**src/rtl/pwm_update_ctrl.sv**
```systemverilog
// PWM compare-value update controller: byte-wide staging registers, a
// commit strobe, and a per-period slew toward the committed target.
// Ports:
//   clk, rst_n               clock, async active-low reset
//   wr_en, wr_addr, wr_data  byte write from the I2C slave
//   rd_addr, rd_data         registered read-back (1-cycle latency)
//   period_end               PWM period wrap pulse; moves happen only here
//   cmp_out                  active compare value to the PWM datapath
//   upd_pulse                high in the cycle after cmp_out changed
//   busy                     committed target not yet reached
module pwm_update_ctrl #(
   parameter int CMP_W  = 18,
   parameter int STEP_W = 8
) (
   input  logic             clk,
   input  logic             rst_n,
   input  logic             wr_en,
   input  logic [2:0]       wr_addr,
   input  logic [7:0]       wr_data,
   input  logic [2:0]       rd_addr,
   output logic [7:0]       rd_data,
   input  logic             period_end,
   output logic [CMP_W-1:0] cmp_out,
   output logic             upd_pulse,
   output logic             busy
);

   typedef enum logic [1:0] {
      IDLE,
      ARMED,
      RAMP
   } state_t;

   state_t            state_q, state_d;
   logic [CMP_W-1:0]  staged_q, staged_d;
   logic [CMP_W-1:0]  target_q, target_d;
   logic [CMP_W-1:0]  cmp_q, cmp_d;
   logic [STEP_W-1:0] step_q, step_d;
   logic [7:0]        rd_q, rd_d;
   logic              upd_q, upd_d;

   logic              commit;
   logic [23:0]       stg_ext;
   logic [23:0]       rd_ext;
   logic [CMP_W-1:0]  tgt;
   logic [CMP_W:0]    diff;
   logic              down;
   logic [CMP_W-1:0]  mag;
   logic [CMP_W-1:0]  step_ext;

   always_ff @(posedge clk or negedge rst_n) begin
      if (!rst_n) begin
         state_q  <= IDLE;
         staged_q <= '0;
         target_q <= '0;
         cmp_q    <= '0;
         step_q   <= '0;
         rd_q     <= '0;
         upd_q    <= 1'b0;
      end else begin
         state_q  <= state_d;
         staged_q <= staged_d;
         target_q <= target_d;
         cmp_q    <= cmp_d;
         step_q   <= step_d;
         rd_q     <= rd_d;
         upd_q    <= upd_d;
      end
   end

   always_comb begin
      staged_d = staged_q;
      step_d   = step_q;
      state_d  = state_q;
      cmp_d    = cmp_q;
      stg_ext  = 24'(staged_q);
      rd_ext   = 24'(staged_q);
      commit   = wr_en && (wr_addr == 3'd3);

      if (wr_en) begin
         case (wr_addr)
            3'd0:    stg_ext[7:0]   = wr_data;
            3'd1:    stg_ext[15:8]  = wr_data;
            3'd2:    stg_ext[23:16] = wr_data;
            3'd4:    step_d = wr_data[STEP_W-1:0];
            default: ;
         endcase
      end
      staged_d = stg_ext[CMP_W-1:0];

      // A commit redirects the move of this same cycle.
      tgt      = commit ? staged_q : target_q;
      target_d = tgt;

      // Sign taken from a one-bit-wider difference; the magnitude is
      // formed by subtracting the smaller from the larger, so no wrap.
      diff     = {1'b0, tgt} - {1'b0, cmp_q};
      down     = diff[CMP_W];
      mag      = down ? (cmp_q - tgt) : (tgt - cmp_q);
      step_ext = CMP_W'(step_q);

      if (commit && (tgt == cmp_q)) begin
         state_d = IDLE;
      end else if (commit || (state_q != IDLE)) begin
         if (period_end) begin
            if ((step_q == '0) || (mag <= step_ext)) begin
               cmp_d = tgt;
            end else if (down) begin
               cmp_d = cmp_q - step_ext;
            end else begin
               cmp_d = cmp_q + step_ext;
            end
            state_d = (cmp_d == tgt) ? IDLE : RAMP;
         end else if (commit) begin
            state_d = ARMED;
         end
      end

      upd_d = (cmp_d != cmp_q);

      case (rd_addr)
         3'd0:    rd_d = rd_ext[7:0];
         3'd1:    rd_d = rd_ext[15:8];
         3'd2:    rd_d = rd_ext[23:16];
         3'd4:    rd_d = 8'(step_q);
         3'd5:    rd_d = {6'b0, state_q == ARMED, state_q != IDLE};
         default: rd_d = 8'h00;
      endcase
   end

   assign cmp_out   = cmp_q;
   assign upd_pulse = upd_q;
   assign busy      = (state_q != IDLE);
   assign rd_data   = rd_q;

endmodule
```
**config.mk**
```make
export PLATFORM = sky130hd
export DESIGN_NAME = pwm_update_ctrl
export DESIGN_NICKNAME = d
export VERILOG_FILES = /design/src/rtl/pwm_update_ctrl.sv
export SDC_FILE = /design/constraint.sdc
export NUM_CORES = 1
export LEC_CHECK = 0
export ABC_AREA = 0
export CELL_PAD_IN_SITES_DETAIL_PLACEMENT = 1
export CELL_PAD_IN_SITES_GLOBAL_PLACEMENT = 1
export CORE_ASPECT_RATIO = 1.75
export CORE_UTILIZATION = 45
export CTS_CLUSTER_SIZE = 40
export DETAILED_ROUTE_END_ITERATION = 8
export PLACE_DENSITY_LB_ADDON = 0.1
export SLEW_MARGIN = 20
export SYNTH_ARGS = -nofsm -noshare
export SYNTH_HDL_FRONTEND = slang
export SYNTH_SLANG_ARGS = --single-unit
```
**constraint.sdc**
```tcl
create_clock -name clk -period 7 [get_ports clk]
set_input_delay 1.4 -clock clk [delete_from_list [all_inputs] [get_ports clk]]
set_output_delay 1.4 -clock clk [all_outputs]
set_load 0.05 [all_outputs]
```
# After elaboration in Yosys (flattened, before gate mapping)
# Index checks and enable logic that the tools add are counted.
[classes]
n_addsub = 5
multipliers = 0
div_mod_pow = 0
n_lt_le_gt_ge = 1
n_eq_ne = 12
shift = 0
n_mux = 16
bitwise = 0
n_reduce_logical = 15
[ops]
columns = ["operator", "n"]
rows = [
  ["$mux W18", 10],
  ["$pmux W8 S5", 1],
  ["$eq A18 B18 Y1", 2],
  ["$sub A18 B18 Y18", 2],
  ["$sub A18 B18 Y19", 1],
  ["$add A18 B8 Y18", 1],
  ["$le A18 B8 Y1", 1],
  ["$ne A18 B18 Y1", 1],
  ["$sub A18 B8 Y18", 1],
  ["$mux W2", 5],
  ["$reduce_and A2 Y1", 5],
  ["$eq A3 B2 Y1 const B", 3],
  ["$eq A3 B3 Y1 const B", 3],
  ["$logic_not A8 Y1", 1],
  ["$eq A3 B1 Y1 const B", 2],
  ["$logic_not A3 Y1", 2],
  ["$reduce_bool A2 Y1", 2],
  ["$reduce_bool A3 Y1", 1],
  ["$eq A2 B1 Y1 const B", 1],
  ["$logic_and A1 B1 Y1", 2],
  ["$logic_or A1 B1 Y1", 2],
]
[totals]
reg_bits = 73
latch_bits = 0
ram_bits = 0
romBits = 0
inputBits = 18
out_inout_bits = 28
elab_cells = 58
memories = 0

# Logic depth before layout (Yosys ltp)
# Gate-level depths: netlist (run 1).
[depth]
ltp_word = 16
depth_mapped = 33
depth_no_buf = 29

# Worst setup path before layout (run 1)
# Ideal clock, no wire load.
[synth_timing]
kind = "in2reg"
startpoint = "input port wr_en"
endpoint = "register upd_q, in the netlist upd_pulse"
setup_ns = 0.133
t_arrival_ns = 7.529
required_time_ns = 6.867
setup_slack_ns = -0.663
stages = 31
path_buffers = 2
cell_sequence = "nor2b_1 > and3_1 > clkbuf_1 > mux2i_1 > ha_1 > inv_1 > fa_1 > a41o_1 > a211oi_2 > o221ai_4 > o21ai_4 > nand2_1 > clkbuf_1 > nor2_1 > a21o_1 > inv_1 > ha_1 > nor2b_1 > o21ai_0 > a21boi_0 > o2111ai_1 > a21boi_0 > o21a_1 > or2_2 > a2111oi_0 > or3_1 > xnor2_1 > a21oi_2 > xnor2_1 > nor4_1 > a31oi_1"
[synth_between]
elab_chain_cells = 14
elab_cells_between_ends = 20
classes_between = "add/sub: 3; order compare: 1; eq/ne: 2; mux: 10; reduce/logical: 4"
[synth_rtl]
columns = ["item", "line_no", "rtl"]
rows = [
  ["start, declared", "17", "input logic wr_en,"],
  ["$logic_and A1 B1 Y1 *", "78", "commit = wr_en && (wr_addr == 3'd3);"],
  ["$mux W18", "92", "tgt = commit ? staged_q : target_q;"],
  ["$sub A18 B18 Y18 or $sub A18 B18 Y19 (tied branches)", "99, 97", ""],
  ["$mux W18", "99", "mag = down ? (cmp_q - tgt) : (tgt - cmp_q);"],
  ["$le A18 B8 Y1", "106", "if ((step_q == '0) || (mag <= step_ext)) begin"],
  ["$logic_or A1 B1 Y1", "106", ""],
  ["$mux W18", "106", ""],
  ["$mux W18", "105", "if (period_end) begin"],
  ["$mux W18", "104", "end else if (commit || (state_q != IDLE)) begin"],
  ["$mux W18", "102", "if (commit && (tgt == cmp_q)) begin"],
  ["$mux W18", "105", ""],
  ["$mux W18", "104", ""],
  ["$mux W18 *", "102", ""],
  ["$ne A18 B18 Y1 *", "119", "upd_d = (cmp_d != cmp_q);"],
  ["via upd_d", "40", "logic upd_q, upd_d;"],
  ["end signal, assigned", "67", "upd_q <= upd_d;"],
  ["end, declared", "40", ""],
]
# Mark *: on every way through the listed nets, which the timed path passes. The rest lies on a longest branch. The select of a mux whose other input is x is not followed.
# A chain may end at the register's enable or synchronous reset.

# Final worst setup path (run 1)
[layout_timing]
startpoint = "input port wr_addr[2]"
endpoint = "register upd_q, in the netlist upd_pulse"
[layout_between]
elab_chain_cells = 15
elab_cells_between_ends = 21
classes_between = "add/sub: 3; order compare: 1; eq/ne: 3; mux: 10; reduce/logical: 4"
[layout_rtl]
columns = ["item", "line_no", "rtl"]
rows = [
  ["start, declared", "18", "input logic [2:0] wr_addr,"],
  ["$eq A3 B2 Y1 *", "78", ""],
  ["$logic_and A1 B1 Y1 *", "78", ""],
  ["$mux W18", "92", ""],
  ["$sub A18 B18 Y18 or $sub A18 B18 Y19 (tied branches)", "99, 97", ""],
  ["$mux W18", "99", ""],
  ["$le A18 B8 Y1", "106", ""],
  ["$logic_or A1 B1 Y1", "106", ""],
  ["$mux W18", "106", ""],
  ["$mux W18", "105", ""],
  ["$mux W18", "104", ""],
  ["$mux W18", "102", ""],
  ["$mux W18", "105", ""],
  ["$mux W18", "104", ""],
  ["$mux W18 *", "102", ""],
  ["$ne A18 B18 Y1 *", "119", ""],
  ["via upd_d", "40", ""],
]
# Marks and branches as above.

==> results by stage, run 1 <==
Worst setup path:
- The nature of the critical path endpoint is a register.
- The worst setup path is of the in2reg kind.
- The data arrival time of the worst path is 7.55 ns.
- The type of origin of the critical path is a primary input.
- In this design, the stage delay of the slowest critical-path cell is 0.42 ns.
- The register-to-register setup slack is 0.63 ns.
- The slowest stage of the critical path belongs to the cell sky130_fd_sc_hd__nor4_2.
- Along the worst path, the maximum fanout reaches 8.
- The data required time at the worst endpoint is 7.23 ns.

Global routing:
- The first global-routing pass estimated 46900 um of wire.
- The number of global-route vias before repair is 8081.
- The pin count of the biggest net entering global routing is 74.
- The number of antenna violations at the first check in global routing is 0.
- The global-route congestion overflow total is 0.
- The all-layer global routing usage is 42.6%.

Logic synthesis:
- The synthesized flop and latch total is 73.
- The mean area per synthesized cell is 8.28 um^2.
- Synthesis produced 804 cells.
- The async set-reset flop share out of synthesis is 100%.
- The sequential area share after synthesis is 27.4%.
- In the synthesized netlist the dominant register cell turns out to be sky130_fd_sc_hd__dfrtp_1.
- The post-synthesis cell area is 0.00666 mm^2.
- The number of different library cells used by synthesis comes to 69.
- The number of warning messages in the yosys log is 0.
- The number of flops mapped to enable cells by yosys is 0.
- The net count after synthesis is 887.

Die:
- In this run the vertical extent of the chip is 163 um.
- The total I/O pin count is 46.
- After floorplanning, the core was divided into 58 placement rows.
- The floorplan step defined a die boundary enclosing 0.0153 mm^2.
- The area inside the core boundary is 0.0144 mm^2.
- The initial cell density of the core is 46.1%.
- The width of the die is 94.0 um.

Placed design:
- The HPWL after detailed placement is 22200 um.
- The total instance count after detailed placement is 1127.
- The number of I/O port buffers is 45.
- The weighted congestion at the end of routability-driven global placement is 0.977.

Cells and area:
- The total inserted antenna cells is 0.
- In the layout the commonest cells are sky130_fd_sc_hd__buf_4 (145), sky130_fd_sc_hd__nand2_1 (87), sky130_fd_sc_hd__dfrtp_1 (73).
- The layout overhead on the synthesized area is 37.3%.
- The most common cell after layout, fill and taps aside is sky130_fd_sc_hd__buf_4.
- Excluding fillers, the count of instances in the completed layout stands at 1161.
- The net count of the finished layout is 1059.
- The post-route netlist has 28.4% of its cells at a drive strength greater than 1.

Timing:
- The number of hold violations in the final report is 0.
- The number of max-slew violations in the final report is 0.
- The final setup violation count is 1.
- The post-route clock period utilization is 105%.
- The worst max-slew margin expressed relative to the limit is 31.6%.
- The peak clock frequency supported by timing is 0.137 GHz.
- The time the worst path needs with I/O delays and setup is 7.32 ns.
- The measured slew at the worst slew-check pin is 1.02 ns.
- Setup repair after global routing could not meet its margin everywhere.
- The setup slack of the critical path after layout is -0.317 ns.
- On the final layout, the worst clock skew is 0.0133 ns.

Drt:
- The routed via count divided by cell count is 6.45.
- Once detail routing completed, the nets flagged for antenna violations numbered 0.
- After detailed routing, the average wire length per cell comes to 29.0 um.
- The overall routed net length is 33700 um.
- The final route contains 7488 vias.
- The post-route DRC violation count is 0.
- The iteration-0 DRC count of the detailed router is 597.
- Before antenna repair, the detailed router went through 5 iterations.

CTS:
- The maximum number of buffers from clock root to sink is 2.
- The root cell of the clock tree is sky130_fd_sc_hd__clkbuf_16.
- Clock-pin slew was measured on the worst setup and hold paths at 0.07 ns.
- The count of hold buffers inserted by post-cts repair is 0.
- The TritonCTS buffer count is 9.
- The H-tree was split into 3 levels.
- For the worst-skew pair, the clock arrives at the later sink with an insertion delay of 0.36 ns.
- The total clock sinks is 73.
- TritonCTS built the clock tree.

Outcome:
- The run finished, with violations left.
- The final reports fail on negative setup slack.

Worst hold path:
- The type of the tightest min-delay check is reg2reg.

Run:
- Max-cap violations in this run came to 0.
-- per-stage QoR --
step / hold slack, ns / setup slack, ns / area [um^2] / setup TNS (ns) / util (%)
2_1_floorplan: 0.463 / 0.0256 / 6750 / 0 / -
3_5_place_dp: 0.493 / -0.834 / 8230 / -6.79 / 57.0
3_3_place_gp: 0.486 / -0.529 / 8230 / -2.17 / 57.0
6_report: 0.536 / -0.317 / 9140 / -0.317 / 63.3
5_1_grt: 0.548 / -0.442 / 9140 / -0.658 / 63.3
4_1_cts: 0.507 / 0.0214 / 8880 / 0 / 61.5
-- cell type report --
class	instances	area, um^2
clock buffers	9	225
clock inverters	7	77.6
fillers	1686	5300
inverters	63	239
multi-input cells	633	4910
flip-flops and latches	73	1830
well taps	180	225
repair buffers	196	1640
-- synthesized netlist by cell type, types with 3 or more instances --
master / number / share of area, %
sky130_fd_sc_hd__xnor2_1: 57 / 7.5
sky130_fd_sc_hd__and2_1: 4 / 0.38
sky130_fd_sc_hd__mux2i_1: 14 / 2.1
sky130_fd_sc_hd__and4_1: 3 / 0.39
sky130_fd_sc_hd__nor2b_1: 11 / 1.0
sky130_fd_sc_hd__a21oi_1: 97 / 7.3
sky130_fd_sc_hd__a221oi_1: 3 / 0.39
sky130_fd_sc_hd__xor2_1: 11 / 1.4
sky130_fd_sc_hd__nor3_1: 12 / 0.90
sky130_fd_sc_hd__o21ai_0: 43 / 3.2
sky130_fd_sc_hd__nor2_1: 61 / 3.4
sky130_fd_sc_hd__mux2_2: 18 / 3.0
sky130_fd_sc_hd__o21bai_1: 4 / 0.45
sky130_fd_sc_hd__nand3_1: 10 / 0.75
sky130_fd_sc_hd__fa_1: 3 / 0.90
sky130_fd_sc_hd__a21oi_2: 3 / 0.39
sky130_fd_sc_hd__or2_2: 4 / 0.38
sky130_fd_sc_hd__o21a_1: 13 / 1.5
sky130_fd_sc_hd__a31oi_1: 5 / 0.47
sky130_fd_sc_hd__clkbuf_1: 20 / 1.1
sky130_fd_sc_hd__a21o_1: 16 / 1.8
sky130_fd_sc_hd__o31ai_1: 4 / 0.45
sky130_fd_sc_hd__buf_2: 5 / 0.38
sky130_fd_sc_hd__inv_1: 63 / 3.6
sky130_fd_sc_hd__and3_1: 3 / 0.28
sky130_fd_sc_hd__ha_1: 62 / 12
sky130_fd_sc_hd__dfrtp_1: 73 / 27
sky130_fd_sc_hd__buf_4: 5 / 0.56
sky130_fd_sc_hd__nand4_1: 16 / 1.5
sky130_fd_sc_hd__a211oi_1: 4 / 0.45
sky130_fd_sc_hd__nand2_1: 89 / 5.0
sky130_fd_sc_hd__buf_6: 5 / 0.85
sky130_fd_sc_hd__o2111ai_1: 4 / 0.53
sky130_fd_sc_hd__nor4_1: 7 / 0.66
sky130_fd_sc_hd__a21boi_0: 6 / 0.68
-- registers in the layout, indices dropped and copies added, names as in the netlist --
signal     count
cmp_out       18
rd_data        8
state_q        2
upd_pulse      1
staged_q      18
target_q      18
step_q         8
-- repair_timing --
action,4_1_cts,5_1_grt
pin swaps,31,28
resized for setup,66,44
setup endpoints to repair,14,16
buffers inserted,8,9
gates cloned,1,0
-- path summary, 6_finish.rpt --
kind / endpoint / start / cells after the start
worst max-delay path: upd_pulse / wr_addr[2] / 33
worst min-delay path: rd_data[7] / step_q[7] / 2
worst max register to register: upd_pulse / cmp_out[1] / 28
worst min register to register: rd_data[7] / step_q[7] / 2
max in group asynchronous: target_q[9] / rst_n / 1
min in group asynchronous: staged_q[3] / rst_n / 1
-- cells by family after synthesis --
logic type                 after synthesis  synth area share [%]
xor gates and xnor gates                68                  8.94
DFF                                     73                  27.4
AOI/OAI and AO/OA                      233                  22.5
buffers and inverters                   99                  6.52
muxes                                   34                  5.82
and+or+nand+nor                        232                  16.2
adders and majority gates               65                  12.6
-- critical path: cells and delay by family --
family	cells	cell delay (ns)
adder cells (fa/ha/maj)	3	0.87
multiplexers	1	0.27
XOR/XNOR	2	0.47
buffers and inverters	6	0.76
AO/OA/AOI/OAI	9	1.53
AND/OR/NAND/NOR	12	2.24
-- per-layer routing --
layer | GRT usage, % | up-vias | share of wire (%)
met2 | 75.3 | 435 | 50
met4 | 37.7 | 0 | 9.7
li1 | - | 3178 | -
met3 | 12.1 | 206 | 7.9
met5 | 0 | - | 0
met1 | 38.4 | 3669 | 32
Power of run 1 is not shown: default switching activity piles up to over one toggle a cycle in this logic, so the estimate is an artifact.
==> run 2, diff against run 1 <==
CORE_UTILIZATION = 41   (was 45)
clock period = 6.15 ns   (was 7 ns; I/O delays follow)
==> results by stage, run 2 (synthesis gave the netlist of run 1 again) <==
Worst setup path:
- The nature of the critical path endpoint is a register (unchanged).
- The type of origin of the critical path is a primary input (unchanged).
- The data required time at the worst endpoint came to 6.37 ns (was 7.23 ns).
- The largest fanout on the critical path was 12 (was 8).
- The critical-path cell with the highest stage delay was sky130_fd_sc_hd__nor4_4 (was sky130_fd_sc_hd__nor4_2).
- The cell type with the highest occurrence count on the critical path is sky130_fd_sc_hd__buf_4.
- The startpoint-to-endpoint class of the critical path is in2reg (unchanged).
- The data arrival time of the worst path is 7.68 ns (was 7.55 ns).
- The delay of the slowest cell on the worst path is 0.55 ns (was 0.42 ns).

CTS:
- The depth of the CTS H-tree is 3 (unchanged).
- The clock insertion delay at the later pin of the skew report is 0.36 ns (about the same).
- The clock-pin transition on the worst setup and hold timing paths is 0.07 ns (about the same).
- The TritonCTS buffer count is 9 (unchanged).
- The count of hold buffers inserted by post-cts repair came to 0 (unchanged).
- The maximum number of buffers from clock root to sink came to 2 (unchanged).
- The TritonCTS clock tree is yes (unchanged).
- The total clock sinks was 73 (unchanged).
- The root cell of the clock tree was sky130_fd_sc_hd__clkbuf_16 (unchanged).

Global routing:
- The global-route congestion overflow total came to 0 (unchanged).
- The all-layer global routing usage came to 38.1% (was 42.6%).
- The wire length of the first global-routing pass is 47400 um (was 46900 um).
- The number of antenna violations at the first check in global routing came to 0 (unchanged).
- The pin count of the biggest net entering global routing is 74 (unchanged).
- The number of global-route vias before repair is 8247 (was 8081).

Timing:
- The worst max-slew margin expressed relative to the limit is 15.8% (was 31.6%).
- The time the worst path needs with I/O delays and setup is 7.46 ns.
- The number of max-slew violations in the final report is 0 (unchanged).
- The peak clock frequency supported by timing is 0.134 GHz.
- The number of hold violations in the final report is 0 (unchanged).
- The final setup violation count is 18 (was 1).
- Unrepaired setup endpoints after global routing: yes (unchanged).
- The measured slew at the worst slew-check pin is 1.25 ns (was 1.02 ns).
- The setup slack of the critical path after layout is -1.31 ns (was -0.317 ns).
- The sum of negative setup slack is -6.37 ns (was -0.317 ns).
- Dividing the final minimum period by the clock period gives 121%.
- The worst clock skew came to 0.0175 ns (was 0.0133 ns).

Drt:
- The count of nets left with antenna violations after detail routing is 0 (unchanged).
- The routed via count divided by cell count is 6.32 (was 6.45).
- The average wire per cell in the routed design is 28.9 um (was 29.0 um).
- The via count was 7861 (was 7488).
- The overall routed net length is 36000 um (was 33700 um).
- The post-route DRC violation count is 18 (was 0).
- The number of detailed-routing iterations run before antenna repair came to 7 (was 5).
- The iteration-0 DRC count of the detailed router was 424 (was 597).

Cells and area:
- The most common cell after layout, fill and taps aside is sky130_fd_sc_hd__buf_4 (unchanged).
- The fraction of the core area covered by cells at the end of the flow is 62.4% (was 63.3%).
- Leading cell types in the layout, fill and taps excluded: sky130_fd_sc_hd__buf_4 (209), sky130_fd_sc_hd__nand2_1 (86), sky130_fd_sc_hd__dfrtp_1 (73) (was sky130_fd_sc_hd__buf_4 (145), sky130_fd_sc_hd__nand2_1 (87), sky130_fd_sc_hd__dfrtp_1 (73)).
- The fraction of final layout cells with drive strength greater than 1 is 35.4% (was 28.4%).
- The post-route standard cell area excluding fillers is 0.00990 mm^2 (was 0.00914 mm^2).
- The number of nets at the end of the flow came to 1132 (was 1059).
- The layout overhead on the synthesized area came to 48.7% (was 37.3%).

Die:
- The width of the die is 98.3 um (was 94.0 um).
- The row count was 61 (was 58).
- The floorplan die area is 0.0168 mm^2 (was 0.0153 mm^2).
- The total I/O pin count came to 46 (unchanged).
- The area inside the core boundary is 0.0159 mm^2 (was 0.0144 mm^2).
- The initial cell density of the core came to 41.9% (was 46.1%).
- The y dimension of the die came to 171 um (was 163 um).

Placed design:
- The weighted congestion at the end of routability-driven global placement is 0.924 (was 0.977).
- The number of I/O port buffers is 45 (unchanged).
- The area of placed instances came to 0.00878 mm^2 (was 0.00823 mm^2).
- The half-perimeter wire length after placement is 23600 um (was 22200 um).

Outcome:
- Failing checks: design-rule violations, negative setup slack (was negative setup slack).
- Run status: complete, but fails checks (unchanged).

Run:
- The number of max-cap violations was 0 (unchanged).

Worst hold path:
- The type of the tightest min-delay check is reg2reg (unchanged).
## run 2: cell types whose count changed in the layout (fill, tap and decap cells not counted), sizes merged
cell | before | now
buf | 154 | 229
clkdlybuf4s15 | 2 | 0
clkinv | 3 | 1
inv | 65 | 67
bufinv | 1 | 0
clkinvlp | 1 | 2
diode | 0 | 1
## run 2: critical path, delay by kind of cell
kind | cells | cell delay, ns
buffers and inverters | 7 | 1.05
adders and majority gates | 2 | 0.60
xor gates and xnor gates | 2 | 0.60
AOI/OAI and AO/OA | 11 | 1.89
muxes | 1 | 0.30
and+or+nand+nor | 9 | 1.97
## run 2: path summary, 6_finish.rpt
path | start | end | slack [ns] | cells after the start
max in group asynchronous | rst_n | target_q[17] | 4.43 | 1
min | step_q[7] | rd_data[7] | 0.53 | 2
min in group asynchronous | rst_n | staged_q[10] | 1.03 | 1
max reg2reg | cmp_out[1] | upd_pulse | -0.53 | 26
max | wr_en | upd_pulse | -1.31 | 32
min reg2reg | step_q[7] | rd_data[7] | 0.53 | 2
## run 2: repair_timing
action | in CTS | in global routing
buffers inserted | 21 | 16
pin swaps | 44 | 37
gates cloned | 1 | 0
setup endpoints to repair | 20 | 20
resized for setup | 72 | 64
## run 2: final cells by class
class / count / area, um^2
diodes: 1 / 2.50
clock buffers: 9 / 225
clock inverters: 7 / 58.8
fillers: 1834 / 5970
inverters: 63 / 236
multi-input cells: 633 / 5100
flip-flops and latches: 73 / 1830
well taps: 189 / 236
repair buffers: 269 / 2220
## run 2: through the flow
step	cells	hold slack (ns)	setup WS [ns]
CTS	1229	0.520	-0.601
floorplan	804	0.463	-0.592
finish	1244	0.525	-1.31
global route	1243	0.566	-1.61
global placement	1192	0.496	-1.16
detailed placement	1192	0.503	-1.55
## run 2: metal layers
metal / part of all wire (%) / GRT usage, % / up-vias
met2: 51 / 71.5 / 434
met1: 33 / 34.0 / 3871
li1: - / - / 3323
met5: 0 / 0 / -
met3: 6.0 / 8.46 / 233
met4: 10 / 33.0 / 0
Power of run 2 is left out for the same reason.
